--- src/rtl/sorter_result_reader.sv ---
// Consumer end of the sorter: captures the packed result on done and streams
// the elements out one per cycle over a valid/ready handshake.
module sorter_result_reader #(
    parameter int WIDTH       = 16,
    parameter int NUM_OUTPUTS = 16,
    parameter bit DESCEND     = 1'b0
) (
    input  logic                         clk,
    input  logic                         rst,
    input  logic                         done,
    input  logic [1:0]                   M,
    input  logic [NUM_OUTPUTS*WIDTH-1:0] y,
    output logic                         ready_in,
    output logic [WIDTH-1:0]             dout,
    output logic                         dout_valid,
    input  logic                         dout_ready,
    output logic                         dout_last,
    output logic [4:0]                   dout_idx,
    output logic [7:0]                   frame_cnt,
    output logic                         overflow,
    output logic                         bad_mode,
    input  logic                         clr_flags
);

    localparam int SEL_W = (NUM_OUTPUTS > 1) ? $clog2(NUM_OUTPUTS) : 1;

    typedef enum logic {IDLE, STREAM} state_t;

    state_t           state, next_state;
    logic [WIDTH-1:0] buffer [NUM_OUTPUTS];
    logic [4:0]       count, beat, pos, raw_count, mode_count;
    logic             accept_done, beat_fire, last_beat;

    always_comb begin
        raw_count = 5'd4;
        case (M)
            2'b01:   raw_count = 5'd8;
            2'b10:   raw_count = 5'd16;
            default: raw_count = 5'd4;
        endcase
        mode_count = raw_count;
        if (int'(raw_count) > NUM_OUTPUTS) begin
            mode_count = 5'(NUM_OUTPUTS);
        end
    end

    assign accept_done = done && (state == IDLE);
    assign beat_fire   = (state == STREAM) && dout_ready;
    assign last_beat   = (state == STREAM) && (beat == count - 5'd1);
    assign pos         = DESCEND ? (count - 5'd1 - beat) : beat;

    assign ready_in   = (state == IDLE);
    assign dout_valid = (state == STREAM);
    assign dout_last  = last_beat;
    assign dout_idx   = beat;
    assign dout       = (state == STREAM) ? buffer[pos[SEL_W-1:0]] : '0;

    always_ff @(posedge clk or negedge rst) begin
        if (!rst) begin
            state <= IDLE;
        end else begin
            state <= next_state;
        end
    end

    always_comb begin
        next_state = state;
        case (state)
            IDLE:    if (done)                   next_state = STREAM;
            STREAM:  if (beat_fire && last_beat) next_state = IDLE;
            default: next_state = IDLE;
        endcase
    end

    // Buffer only changes on an accepted done, so a dropped pulse cannot corrupt a frame in flight.
    always_ff @(posedge clk or negedge rst) begin
        if (!rst) begin
            for (int k = 0; k < NUM_OUTPUTS; k++) begin
                buffer[k] <= '0;
            end
            count     <= 5'd0;
            beat      <= 5'd0;
            frame_cnt <= 8'd0;
        end else begin
            if (accept_done) begin
                for (int k = 0; k < NUM_OUTPUTS; k++) begin
                    buffer[k] <= y[k*WIDTH +: WIDTH];
                end
                count <= mode_count;
                beat  <= 5'd0;
            end else if (beat_fire && !last_beat) begin
                beat <= beat + 5'd1;
            end
            if (beat_fire && last_beat) begin
                frame_cnt <= frame_cnt + 8'd1;
            end
        end
    end

    // A new flag event takes priority over a simultaneous clear.
    always_ff @(posedge clk or negedge rst) begin
        if (!rst) begin
            overflow <= 1'b0;
            bad_mode <= 1'b0;
        end else begin
            if (done && (state == STREAM)) begin
                overflow <= 1'b1;
            end else if (clr_flags) begin
                overflow <= 1'b0;
            end
            if (accept_done && (M == 2'b11)) begin
                bad_mode <= 1'b1;
            end else if (clr_flags) begin
                bad_mode <= 1'b0;
            end
        end
    end

endmodule
--- config.mk ---
export PLATFORM = sky130hd
export DESIGN_NAME = sorter_result_reader
export DESIGN_NICKNAME = d
export VERILOG_FILES = /design/src/rtl/sorter_result_reader.sv
export SDC_FILE = /design/constraint.sdc
export NUM_CORES = 1
export LEC_CHECK = 0
export ABC_AREA = 1
export CORE_ASPECT_RATIO = 1.4
export CORE_MARGIN = 5
export CORE_UTILIZATION = 50
export CTS_CLUSTER_SIZE = 40
export DETAILED_ROUTE_END_ITERATION = 12
export GPL_ROUTABILITY_DRIVEN = 0
export PLACE_DENSITY = 0.79
export SLEW_MARGIN = 20
export SYNTH_ARGS = -nofsm -noshare
export SYNTH_HDL_FRONTEND = slang
export SYNTH_SLANG_ARGS = --single-unit
--- constraint.sdc ---
create_clock -name clk -period 1.7 [get_ports clk]
set_input_delay 0.34 -clock clk [delete_from_list [all_inputs] [get_ports clk]]
set_output_delay 0.34 -clock clk [all_outputs]
set_load 0.02 [all_outputs]
# Word level (Yosys, flattened, before mapping)
# Cells that the tools add are included.
# Widths: inputs -> output; s select.
# word_totals
in_bits	263
reg_bits	277
wordCells	58
out_inout_bits	34
# op_classes
muxes	14
n_eq_ne	4
reduce_logical	11
magnitude_cmp	2
addsub	3
bitwise	2
# op_table
operator	count
$bmux 16 s4	1
$mux 16	3
$mux 5	3
$pmux 5 s2	1
$add 8x1->8 const B	1
$logic_and 1x1->1	7
$reduce_bool 2->1	3
$add 5x1->5 const B	1
$eq 5x5->1	1
$ge 5x5->1 const B	1
$gt 5x5->1 const B	1
$mux 1	5
$not 4->5	1
$sub 5x1->5 const B	1
$eq 2x2->1 const B	2
$eq 2x1->1 const B	1
$pmux 1 s2	1
$logic_not 1->1	1
$not 1->1	1

# Logic depth before layout (Yosys ltp)
# logic_depth
ltp_word	7
depth_mapped	9
depth_no_buf	9

# Worst setup path after synthesis
# No wires, ideal clock.
# synth_path
path_kind	register -> output
startpoint	reg beat[0], in the netlist dout_idx[0]
endpoint	out dout[12]
arrival_ps	1576
stages_incl_launch_ff	10
path_slack_ps	-216
required_time_ps	1360
cell_sequence	dfrtp_1 > buf_4 > inv_2 > buf_6 > buf_2 > nand2_1 > nand3_1 > nand3_1 > nand3_1 > a21oi_1
# synth_via
elab_chain_cells	5
# synth_lines
item	line_no	source
start: declaration	31	logic [4:0] count, beat, pos, raw_count, mode_count;
start signal: assignment	92	beat <= beat + 5'd1;
$not 4->5 (not written as such)	56	assign dout = (state == STREAM) ? buffer[pos[SEL_W-1:0]] : '0;
$bmux 16 s4	56	
$mux 16 (not written as such) (2 in series)	56	
$mux 16	56	
end: declaration	14	output logic [WIDTH-1:0] dout,
# Every way passes these cells. The select of a mux whose other input is x is not followed.

# Worst setup path after layout
# layout_path
startpoint	reg beat[0], in the netlist dout_idx[0]
endpoint	out dout[2]
# The elaborated chain is that of the path after synthesis.

==> flow_metrics.env <==
export IMPL_outcome="finished, violations left"
export IMPL_violations="setup timing"
export IMPL_tightest_slew_ns=0.487
export IMPL_required_ns=1.36
export IMPL_worstSkewPairLatency_ns=0.54
export IMPL_port_buffers=296
export IMPL_rsz0062_at_grt="true"
export IMPL_placed_cells=2413
export IMPL_clk_pin_slew_ns=0.06
export IMPL_core_um2=26800
export IMPL_p_per_area_nw_per_um2=1940
export IMPL_fin_crit_sh=1.52
export IMPL_dr_first_iter_drc_count=1459
export IMPL_netlist_instances=1685
export IMPL_worst_setup_path_end_kind="primary output"
export IMPL_clk_path_buf_depth=3
export IMPL_p_total_uw=41500
export IMPL_antenna_found_initial=3
export IMPL_timing_hold_ws_ns=0.285
export IMPL_worst_slack_ns=-0.878
export IMPL_cts_htree_levels=1
export IMPL_overflow=0
export IMPL_final_max_slew_violation_count=0
export IMPL_cts_sinks=275
export IMPL_fp_dieArea_um2=30500
export IMPL_vias=14277
export IMPL_rows=71
export IMPL_tns_ns=-20.61
export IMPL_p_leak_uw=0.0104
export IMPL_fin_crit_ns=2.58
export IMPL_clock_skew_ns=0.0107
export IMPL_yosysWarningCount=0
export IMPL_synthesis_area_um2=13600
export IMPL_synth_seq_area_share=0.508
export IMPL_crit_fanout=7
export IMPL_track_usage=0.330
export IMPL_ys_ff_latch=275
export IMPL_wire_per_inst_um=22.2
export IMPL_drtPass1Iterations=7
export IMPL_viasPerCell=5.66
export IMPL_worstSetupStartpointType="register"
export IMPL_detail_route_antenna_nets=0
export IMPL_drc=0
export IMPL_vdd_drop_max_uv=1210
export IMPL_die_x_um=149
export IMPL_hold_viol_final=0
export IMPL_cts_tree="built"
export IMPL_grt_max_degree=61
export IMPL_maxCapViolations=0
export IMPL_die_y_um=205
export IMPL_setup_viol=36
export IMPL_grt_pass1_vias=14532
export IMPL_ios=297
export IMPL_cp_arrival_ns=2.24
export IMPL_ys_types=23
export IMPL_place_hpwl_mm=35.3
export IMPL_slew_headroom=0.674
export IMPL_numCtsBuffers=27
export IMPL_layout_cells_non_filler=2522
export IMPL_fmax_mhz=388
export IMPL_initial_core_util=0.505
export IMPL_final_util=0.799
export IMPL_hold_class="input pin to asynchronous set/reset pin"
export IMPL_drive_above_1_share=0.298
export IMPL_syn_num_nets=1954
export IMPL_crit_type="register to primary output"
export IMPL_layout_nets=2403
export IMPL_wl_mm=56.1
export IMPL_cts_root_buffer="clkbuf_16"
export IMPL_grt_pass1_wl_mm=78.0
export IMPL_area_growth_pct=58.1
export IMPL_syn_area_per_cell_um2=8.04
## cells in the final DEF (no fill, tap or decap), types with 5 or more instances in the layout
master | synthesis | routed
nor2_1 | 325 | 288
ha_1 | 6 | 5
dlygate4sd2_1 | 0 | 5
buf_12 | 0 | 28
buf_4 | 8 | 148
nand3_2 | 0 | 111
inv_1 | 205 | 203
buf_8 | 1 | 10
a21oi_1 | 210 | 193
mux2_2 | 65 | 65
clkdlybuf4s50_1 | 0 | 261
a21oi_4 | 0 | 16
xnor2_1 | 8 | 8
clkinv_2 | 0 | 5
clkbuf_16 | 0 | 34
buf_6 | 20 | 44
nor2_2 | 0 | 25
nand3_4 | 0 | 31
nand2_2 | 1 | 58
buf_16 | 0 | 10
nand2_1 | 291 | 226
nand3_1 | 176 | 34
nand2_4 | 0 | 6
nor2_4 | 0 | 12
diode_2 | 0 | 5
dfrtp_1 | 275 | 270
clkbuf_1 | 12 | 7
## logic make-up (layout without fill, tap and decap cells)
family                   Yosys count  in the layout  share of synthesized area
XOR/XNOR                          11             11                    0.00711
flip-flops                       275            275                      0.508
AO/OA/AOI/OAI                    217            217                     0.0811
AND/OR/NAND/NOR                  796            797                      0.237
multiplexers                      65             65                     0.0540
adder cells (fa/ha/maj)            6              6                    0.00554
other                              0              5                          0
buffers and inverters            315            781                      0.107
## per-layer routing
metal  vias up  share of wire  routed length [um]  global-route usage
li1       6184              -                   -                   -
met3       299          0.088                4940              0.0659
met4         0          0.088                4920               0.215
met5         -              0                   0                   0
met1      6886           0.33               18500               0.364
met2       908           0.49               27700               0.573
## sequential cells by signal, indices dropped and copies added, names as in the netlist
signal and flops:
frame_cnt 8, bad_mode 1, dout_idx 5, buffer 256, overflow 1, dout_valid 1
count 3
## through the flow
step	area [um^2]	worst slack [ns]
3_3_place_gp	18200	-0.617
4_1_cts	20600	-0.786
3_5_place_dp	18200	-0.644
2_1_floorplan	14000	-0.00244
5_1_grt	21400	-0.918
6_report	21400	-0.878
## timing repair
| action | CTS | global route |
|---|---|---|
| hold buffers | 1 | 0 |
| gates resized for setup | 334 | 129 |
| pin swaps | 115 | 78 |
| setup endpoints to repair | 48 | 113 |
| cloned | 12 | 9 |
| setup buffers | 33 | 18 |
| hold endpoints to repair | 29 | 0 |
## worst max-delay path: stages, from the launching register on
cell and delay (ns):
dfrtp_4 0.44, buf_12 0.18, buf_16 0.16, buf_8 0.12, nor2_4 0.04, nor2_2 0.13
nand2_2 0.11, nand3_4 0.13, nand3_4 0.10, a21oi_4 0.16, buf_6 0.14
## power by group
part	internal [uW]	total (uW)	switching, uW
Clock	3540	6140	2600
Combinational	10700	24200	13600
Sequential	9620	11100	1520
## cell type report
class | instances | area, um^2
Timing Repair Buffer | 525 | 5620
Inverter | 209 | 793
Tap cell | 365 | 457
Sequential cell | 275 | 6890
Clock inverter | 9 | 125
Fill cell | 1577 | 5400
Multi-Input combinational cell | 1096 | 6770
Antenna cell | 5 | 12.5
Clock buffer | 38 | 757
## cell usage after synthesis
cell type / count / area [um^2]
nor2_1: 325 / 1220
nand2_1: 291 / 1090
dfrtp_1: 275 / 6880
a21oi_1: 210 / 1050
inv_1: 205 / 769
nand3_1: 176 / 881
mux2_2: 65 / 732
buf_2: 62 / 310
buf_6: 20 / 225
clkbuf_1: 12 / 45.0
buf_4: 8 / 60.1
xnor2_1: 8 / 70.1
ha_1: 6 / 75.1
buf_1: 3 / 11.3
inv_2: 3 / 11.3
nand4_1: 3 / 18.8
o21ai_0: 3 / 15.0
o21ai_2: 3 / 26.3
xor2_1: 3 / 26.3
buf_8: 1 / 15.0
clkinv_1: 1 / 3.75
nand2_2: 1 / 6.26
o21bai_1: 1 / 7.51
## worst paths after layout
path	from	to	slack, ns	cells after the start
setup / recovery	dout_idx[0]	dout[2]	-0.88	10
hold / removal	rst	buffer[222]	0.28	2
setup reg to reg	dout_idx[0]	frame_cnt[5]	-0.59	16
hold reg to reg	buffer[251]	buffer[251]	0.51	1
max in group asynchronous	rst	buffer[128]	0.68	3
min in group clk	y[24]	buffer[232]	0.38	3
Power figures use the tool's default switching activity.
